[config.mk]
export PLATFORM = sky130hd
export DESIGN_NAME = tdm_demux
export DESIGN_NICKNAME = d
export VERILOG_FILES = /design/src/rtl/tdm_pkg.sv /design/src/rtl/tdm_slot_ctr.sv /design/src/rtl/tdm_demux.sv
export SDC_FILE = /design/constraint.sdc
export NUM_CORES = 1
export LEC_CHECK = 0
export BUFFER_PORTS_ARGS = -buffer_cell sky130_fd_sc_hd__buf_2
export CORE_MARGIN = 4
export CORE_UTILIZATION = 30
export CTS_CLUSTER_SIZE = 20
export DETAILED_ROUTE_END_ITERATION = 6
export MAX_ROUTING_LAYER = met4
export PLACE_DENSITY = 0.56
export SLEW_MARGIN = 30
export SYNTH_ARGS = -nofsm -noshare
export SYNTH_HDL_FRONTEND = slang
export SYNTH_SLANG_ARGS = --single-unit
[constraint.sdc]
create_clock -name clk -period 6.3 [get_ports clk]
set_input_delay 0.945 -clock clk [delete_from_list [all_inputs] [get_ports clk]]
set_output_delay 0.945 -clock clk [all_outputs]
set_load 0.005 [all_outputs]
[src/rtl/tdm_pkg.sv]
// Package for the TDM receive path.
// Holds the framing FSM state type and a helper that sizes the slot index.
package tdm_pkg;

  typedef enum logic {HUNT, RUN} tdm_state_t;

  // Width of a slot index for n_ch slots. It is never narrower than 1 bit.
  function automatic int unsigned slot_width(input int unsigned n_ch);
    return (n_ch > 2) ? $clog2(n_ch) : 1;
  endfunction

endpackage

[src/rtl/tdm_slot_ctr.sv]
// Slot counter for the TDM demux.
// Ports:
//   clk, rst   clock and asynchronous active-high reset
//   clr        force the slot index to 0 (highest priority)
//   load1      force the slot index to 1 (slot 0 was just taken)
//   inc        advance to the next slot
//   slot       current slot index
//   last       high when slot == N_CH-1
module tdm_slot_ctr
  import tdm_pkg::*;
#(
  parameter int unsigned N_CH = 4,
  parameter int unsigned SW   = slot_width(N_CH)
) (
  input  logic          clk,
  input  logic          rst,
  input  logic          clr,
  input  logic          load1,
  input  logic          inc,
  output logic [SW-1:0] slot,
  output logic          last
);

  always_ff @(posedge clk or posedge rst) begin
    if (rst)        slot <= '0;
    else if (clr)   slot <= '0;
    else if (load1) slot <= SW'(1);
    else if (inc)   slot <= slot + 1'b1;
  end

  assign last = (slot == SW'(N_CH - 1));

endmodule

[src/rtl/tdm_demux.sv]
// TDM demultiplexer, receive side.
// It locks onto the slot-0 marker (in_sof) and collects the N_CH slot samples
// of each frame into shadow registers. When the last slot arrives, the whole
// frame is committed to out_data at once.
// Ports:
//   clk, rst    clock and asynchronous active-high reset
//   in_valid    a beat is present this cycle
//   in_sof      the beat is slot 0 (qualified by in_valid)
//   in_data     slot sample
//   out_data    committed frame; channel k at [k*W +: W]
//   out_valid   1-cycle pulse when out_data has just been updated
//   locked      high while the FSM is in RUN
//   sync_err    1-cycle pulse for each framing violation
//   err_cnt     count of framing violations, saturating at 255
module tdm_demux
  import tdm_pkg::*;
#(
  parameter int unsigned N_CH = 4,
  parameter int unsigned W    = 8
) (
  input  logic            clk,
  input  logic            rst,
  input  logic            in_valid,
  input  logic            in_sof,
  input  logic [W-1:0]    in_data,
  output logic [N_CH*W-1:0] out_data,
  output logic            out_valid,
  output logic            locked,
  output logic            sync_err,
  output logic [7:0]      err_cnt
);

  localparam int unsigned SW = slot_width(N_CH);

  tdm_state_t                 state;
  logic [N_CH-2:0][W-1:0]     shadow;
  logic [SW-1:0]              slot;
  logic                       last;
  logic                       clr, load1, inc, err;

  // Slot-counter control. An early SOF reloads to 1, just as a normal SOF does.
  // A missing SOF at slot 0 needs no clear, because the counter is already 0.
  always_comb begin
    load1 = 1'b0;
    inc   = 1'b0;
    clr   = 1'b0;
    err   = 1'b0;
    if (in_valid) begin
      if (in_sof) begin
        load1 = 1'b1;
        err   = (state == RUN) && (slot != '0);
      end else if (state == RUN) begin
        if (slot == '0) err = 1'b1;
        else if (last)  clr = 1'b1;
        else            inc = 1'b1;
      end
    end
  end

  tdm_slot_ctr #(.N_CH(N_CH), .SW(SW)) u_slot_ctr (
    .clk   (clk),
    .rst   (rst),
    .clr   (clr),
    .load1 (load1),
    .inc   (inc),
    .slot  (slot),
    .last  (last)
  );

  always_ff @(posedge clk or posedge rst) begin
    if (rst) begin
      state     <= HUNT;
      shadow    <= '0;
      out_data  <= '0;
      out_valid <= 1'b0;
      locked    <= 1'b0;
      sync_err  <= 1'b0;
      err_cnt   <= '0;
    end else begin
      out_valid <= 1'b0;
      sync_err  <= 1'b0;
      if (in_valid) begin
        if (in_sof) begin
          shadow[0] <= in_data;
          state     <= RUN;
          locked    <= 1'b1;
        end else if (state == RUN) begin
          if (slot == '0) begin
            state  <= HUNT;
            locked <= 1'b0;
          end else if (last) begin
            out_data  <= {in_data, shadow};
            out_valid <= 1'b1;
          end else begin
            for (int unsigned k = 1; k < N_CH - 1; k++)
              if (slot == SW'(k)) shadow[k] <= in_data;
          end
        end
        if (err) begin
          sync_err <= 1'b1;
          if (err_cnt != '1) err_cnt <= err_cnt + 1'b1;
        end
      end
    end
  end

endmodule

==> metrics.txt, run 1 <==
Worst Hold Class=flop to flop; mapped cell area=2840 um^2; Worst Clk Skew=8.30 ps; worst-skew pair later-pin latency=330 ps; Net Switching=0.461 mW; Sw Share=30.8%; #FFs+latches synth=70; Power Dens Cells=439 nW/um^2; # IOs=55; WP data required=6520 ps; Setup Buffers After CTS=0; register area=1750 um^2; Post-CTS Resized=0; Area growth, synth to finish=19.9%; clock power share=20.4%; max_cap viols=0; top cell type's share of synthesized area=61.6%; RSZ-0062 raised after global routing=false; synth top area cells=dfrtp_1 62%, mux2_2 22%, ha_1 2.6%; CP max-delay cell=buf_4; Chip Height=105 um; placed inst area=3240 um^2; post-layout util=36.9%; CP Class=primary input to flop; Adder-Cell Fraction of Synth Area=2.64%; root buffer selected by CTS=clkbuf_8; # diodes=0; CORE AREA=9240 um^2; total CTS buffers=9; mux contribution to synthesized area=23.8%; ANT nets after route=0; Mean Syn Cell Area=14.8 um^2; P_int=1.03 mW; Compound-Gate Fraction of Synth Area=1.37%; drc violations=0; Routed WL per cell=14.2 um; clock buffer depth=2; RePlAce Congestion=0.696; Die Width=105 um; share of cells above drive strength 1=50.2%; share of the yosys chip area belonging to registers=61.6%; post-synthesis simple-gate area fraction=7.27%; leading area contributor after synthesis=dfrtp_1; Max IR drop VDD=112 uV; worst slew pin tran=639 ps; CTS sink count=70; Slew Viols, Final=0; final WL=5.47 mm; first-iteration detailed-routing DRC count=42; CTS tree=yes; Worst setup SP type=primary input; Initial Util=30.8%; vias post-DR=1678; hold-fix buffer count after cts=0; Tcrit/Tclk final=32.8%; synthesized net count=210; crit end category=flop; Post-Synth XOR/XNOR Area=1.23%; endpoints failing hold=0; CP max stage delay=420 ps; first-pass GRT wire length=9.45 mm; Yosys cell types=27; Final Power=1.49 mW; fmax=484 MHz; sequential share of power=50.1%; Leak Pwr=1.66 nW; # fillers=908; Total Neg Setup Slack=0 ps; drt pass-1 iters=4; Critical Path, Cell by Cell=buf_2, nand2_2, nor4b_4, buf_4, mux2_2; Setup Viol. Count Final=0; max_slew headroom=57.4%; largest family of logic cells by synthesized area=multiplexers; DP Wirelength=3.67 mm; crit path max fanout=32; GRT Overall Usage=11.2%; htree depth=3; initial antenna violation count=0; post-route insts no fill=386; row count=35; Ys Warns=0; post-route minimum period=2070 ps; die area=11100 um^2; combinational power share=29.5%; Final Instance Area=3410 um^2; status=complete, no violations; area of the multi-input gates=1030 um^2; largest net degree at the start of global routing=71; vias in the first global route=1817; Final #Nets=271; Port Buffers=54; Post-Place Cells=371; Mapped Cells=192; Via density=4.35; critical path arrival=2280 ps; clock slew at reported path FFs=70 ps; grt total ovfl=0
## final timing paths
| path | from | end | slack, ps | cells past startpoint |
|---|---|---|---|---|
| min reg2reg | out_data[22]$_DFFE_PP0P_ | out_data[22]$_DFFE_PP0P_ | 480 | 1 |
| max in group asynchronous | rst | out_data[28]$_DFFE_PP0P_ | 5100 | 3 |
| max reg2reg | u_slot_ctr.slot[1]$_DFFE_PP0P_ | err_cnt[7]$_DFFE_PP0P_ | 4290 | 6 |
| min | out_data[22]$_DFFE_PP0P_ | out_data[22]$_DFFE_PP0P_ | 480 | 1 |
| min in group asynchronous | rst | sync_err$_DFF_PP0_ | 760 | 3 |
| max | in_valid | out_data[10]$_DFFE_PP0P_ | 4230 | 5 |
## cell usage in the layout, fill, tap and decap left out
cell type | netlist | layout
dfrtp_1 | 70 | 70
mux2_2 | 55 | 55
buf_2 | 2 | 54
nand2_1 | 13 | 13
clkbuf_8 | 0 | 9
ha_1 | 6 | 6
mux2_1 | 5 | 5
nand3_1 | 5 | 5
nor2_1 | 3 | 3
nand4_1 | 3 | 3
clkinv_2 | 0 | 3
inv_1 | 3 | 2
nor3b_1 | 2 | 2
a21oi_1 | 2 | 2
and2_1 | 2 | 2
xor2_1 | 2 | 2
and3_1 | 2 | 2
o21ai_0 | 2 | 2
xnor2_1 | 2 | 2
a31oi_1 | 2 | 2
clkinvlp_4 | 0 | 2
nand2_2 | 1 | 1
nor4b_4 | 1 | 1
o22ai_1 | 1 | 1
and4_1 | 1 | 1
and2b_1 | 1 | 1
nor4bb_1 | 1 | 1
inv_2 | 0 | 1
nand2b_1 | 1 | 1
inv_6 | 0 | 1
buf_4 | 0 | 1
buf_6 | 3 | 1
## critical path, delay by kind of cell
kind | cells | cell delay [ps]
multiplexers | 1 | 390
AND/OR/NAND/NOR | 2 | 370
buffers and inverters | 2 | 570
## metrics by stage
| step | hold slack (ps) | setup slack, ps |
|---|---|---|
| 2_1_floorplan | 459 | 3590 |
| 3_3_place_gp | 468 | 3880 |
| 3_5_place_dp | 476 | 3860 |
| 4_1_cts | 492 | 4230 |
| 5_1_grt | 509 | 4130 |
| 6_report | 484 | 4230 |
## cells in the mapped netlist (all sizes together)
master	number
xnor2	2
o21ai	2
and3	2
nand2	14
a31oi	2
clkbuf	1
nor2	3
nand2b	1
o22ai	1
nor3b	2
xor2	2
ha	6
buf	5
and2	2
nor4b	1
nor4bb	1
mux2	60
inv	3
and2b	1
nand4	3
nand3	5
and4	1
dfrtp	70
a21oi	2
## final cells by class
class	count	share of cell area (%)
clock buffer	9	3.64
clock inverter	6	1.14
inverter	3	0.331
multi-input combinational	113	30.3
sequential	70	51.4
tap	129	4.74
timing repair buffer	56	8.48
## logic make-up after synthesis
logic type	count (synthesis)
adders and majority gates	6
AOI/OAI and AO/OA	7
and+or+nand+nor	36
buffers and inverters	9
muxes	60
xor gates and xnor gates	4
DFF	70
## sequential cells by signal, summed over array words and instances, names as in the netlist
register         flops
sync_err             1
err_cnt              8
shadow              24
state                1
locked               1
out_valid            1
out_data            32
u_slot_ctr.slot      2
## power by group through the flow
stage | Combinational, mW | Sequential (mW) | Clock [mW]
after global routing | 0.500 | 0.776 | 0.341
final | 0.442 | 0.749 | 0.305
after global placement | 0.438 | 0.754 | 0
after CTS | 0.454 | 0.751 | 0.320
after detailed placement | 0.453 | 0.758 | 0
after floorplan | 0.269 | 0.744 | 0
## metal layers
metal / track usage [%] / share of wire (%)
met4: 4.78 / 1.6
met2: 16.2 / 46
met5: - / 0
met3: 3.37 / 4.7
met1: 14.5 / 48
No activity file was read; power rests on OpenSTA's default activity.
==> inputs of run 2 (changes only) <==
==> constraint.sdc (replaced) <==
create_clock -name clk -period 2 [get_ports clk]
set_input_delay 0.3 -clock clk [delete_from_list [all_inputs] [get_ports clk]]
set_output_delay 0.3 -clock clk [all_outputs]
set_load 0.005 [all_outputs]
==> metrics.txt, run 2 (synthesized netlist as in run 1, its figures left out) <==
status=complete, no violations; GRT Overall Usage=11.3% (+0.16 points); first-iteration detailed-routing DRC count=34 (-19%); clock buffer depth=2 (unchanged); Buf+Inv Stages, Crit Path=2 (unchanged); Stages on worst setup path=5 (unchanged); vias post-DR=1749 (+4.2%); critical path arrival=2080 ps (-200 ps); Final Power=5.23 mW (+250%); RSZ-0062 raised after global routing=false; commonest non-fill, non-tap cells in the layout=70 x dfrtp_1, 55 x mux2_2, 54 x buf_2; first-pass GRT wire length=9.56 mm (+1.2%); fmax=542 MHz; CORE AREA=9240 um^2 (unchanged); Top reg by flops=out_data; DP Wirelength=3.82 mm (+4.2%); combinational power share=27.7% (-1.8 points); most common cell after layout, fill and taps aside=dfrtp_1; post-route minimum period=1850 ps; CTS sink count=70 (unchanged); post-layout util=38.6% (+1.7 points); Chip Height=105 um (unchanged); die area=11100 um^2 (unchanged); worst-skew pair later-pin latency=350 ps (+20 ps); # IOs=55 (unchanged); total CTS buffers=9 (unchanged); CP Class=flop to flop; drt pass-1 iters=4 (unchanged); Final #Nets=275 (+1.5%); sequential share of power=44.7% (-5.4 points); Slew Viols, Final=0 (unchanged); Net Switching=1.51 mW (+230%); max_slew headroom=55.1% (-2.3 points); Worst Clk Skew=10.6 ps (+2.34 ps); worst slew pin tran=671 ps (+32.4 ps); final WL=5.75 mm (+5.0%); Max IR drop VDD=480 uV (+330%); # diodes=0 (unchanged); Initial Util=30.8% (unchanged); vias in the first global route=1763 (-3.0%); CP max-delay cell=dfrtp_1; Largest delay share family, worst path=flip-flops; Tcrit/Tclk final=92.3%; initial antenna violation count=0 (unchanged); grt total ovfl=0 (unchanged); Worst setup SP type=flop; WP data required=2230 ps (-4290 ps); Leak Pwr=1.72 nW (+3.9%); Total Neg Setup Slack=0 ps (unchanged); Power Dens Cells=1470 nW/um^2 (+230%); Area growth, synth to finish=25.5%; endpoints failing hold=0 (unchanged); drc violations=0 (unchanged); path depth of the worst reg2reg path=5 (-1); CTS tree=yes; Setup Viol. Count Final=0 (unchanged); ANT nets after route=0 (unchanged); share of cells above drive strength 1=52.3% (+2.1 points); clock power share=27.6% (+7.2 points); max reg flops=32 (unchanged); Setup Buffers After CTS=0 (unchanged); Port Buffers=54 (unchanged); Sw Share=28.9% (-1.9 points); crit path max fanout=32 (unchanged); clock slew at reported path FFs=80 ps (about the same); Die Width=105 um (unchanged); Via density=4.47 (+2.9%); Critical Path, Cell by Cell=inv_1, ha_2, nor4b_4, buf_12, mux2_2; CP max stage delay=460 ps (+40 ps); RePlAce Congestion=0.792 (+14%); Worst Hold Class=primary input to async pin; root buffer selected by CTS=clkbuf_8; crit end category=flop; largest net degree at the start of global routing=33 (-54%); htree depth=3 (unchanged); row count=35 (unchanged); Routed WL per cell=14.7 um (+3.7%); Top Registers=out_data: 32 flops, shadow: 24 flops, err_cnt: 8 flops; max_cap viols=0 (unchanged); P_int=3.72 mW (+260%)
==> run 2: routing by layer <==
| metal | GRT usage, % | vias up | wire length [um] | share of wire [%] |
|---|---|---|---|---|
| met1 | 14.8 | 879 | 2670 | 46 |
| li1 | - | 814 | - | - |
| met3 | 3.00 | 7 | 241 | 4.2 |
| met5 | - | - | 0 | 0 |
| met2 | 16.9 | 49 | 2740 | 48 |
| met4 | 4.22 | 0 | 95 | 1.7 |
==> run 2: worst register-to-register path, stage by stage, from the launching register on <==
cell and delay [ps]:
dfrtp_1 460, inv_1 100, ha_2 240, nor4b_4 300
buf_12 260, mux2_2 380
==> run 2: cell type report <==
class,count,area [um^2]
Fill cell,912,5680
Sequential cell,70,1750
Multi-Input combinational cell,113,1040
Timing Repair Buffer,60,340
Tap cell,129,161
Clock buffer,10,138
Clock inverter,6,116
Inverter,3,15.0
==> run 2: what timing repair did <==
| action | in CTS | in global routing |
|---|---|---|
| endpoints found under the setup margin | 0 | 2 |
| hold buffers | 0 | 0 |
| gates resized for setup | 0 | 3 |
| endpoints found under the hold margin | 0 | 0 |
==> run 2: worst paths after layout <==
kind                                                  to  slack [ps]                            from
max in group asynchronous       out_data[22]$_DFFE_PP0P_        1380                             rst
worst max register to register  out_data[21]$_DFFE_PP0P_         150  u_slot_ctr.slot[0]$_DFFE_PP0P_
worst min-delay path            out_data[16]$_DFFE_PP0P_          40                             rst
worst min register to register   out_data[1]$_DFFE_PP0P_         480         out_data[1]$_DFFE_PP0P_
worst max-delay path            out_data[21]$_DFFE_PP0P_         150  u_slot_ctr.slot[0]$_DFFE_PP0P_
min in group clk                out_data[29]$_DFFE_PP0P_         220                      in_data[5]
==> run 2: per-stage QoR <==
stage	setup WS, ps	std cells	hold WS (ps)	cell area (um^2)
2_1_floorplan	245	192	435	2850
6_report	153	391	44.4	3560
3_3_place_gp	151	375	441	3300
5_1_grt	54.0	391	82.7	3560
4_1_cts	50.3	391	60.1	3550
3_5_place_dp	84.6	375	440	3300
==> run 2: power groups by stage <==
stage / Clock (mW) / Sequential, mW / Combinational [mW]
6_report: 1.44 / 2.34 / 1.45
5_1_grt: 1.54 / 2.42 / 1.62
4_1_cts: 1.48 / 2.35 / 1.47
3_5_place_dp: 0 / 2.37 / 1.46
3_3_place_gp: 0 / 2.35 / 1.43
2_1_floorplan: 0 / 2.34 / 0.848
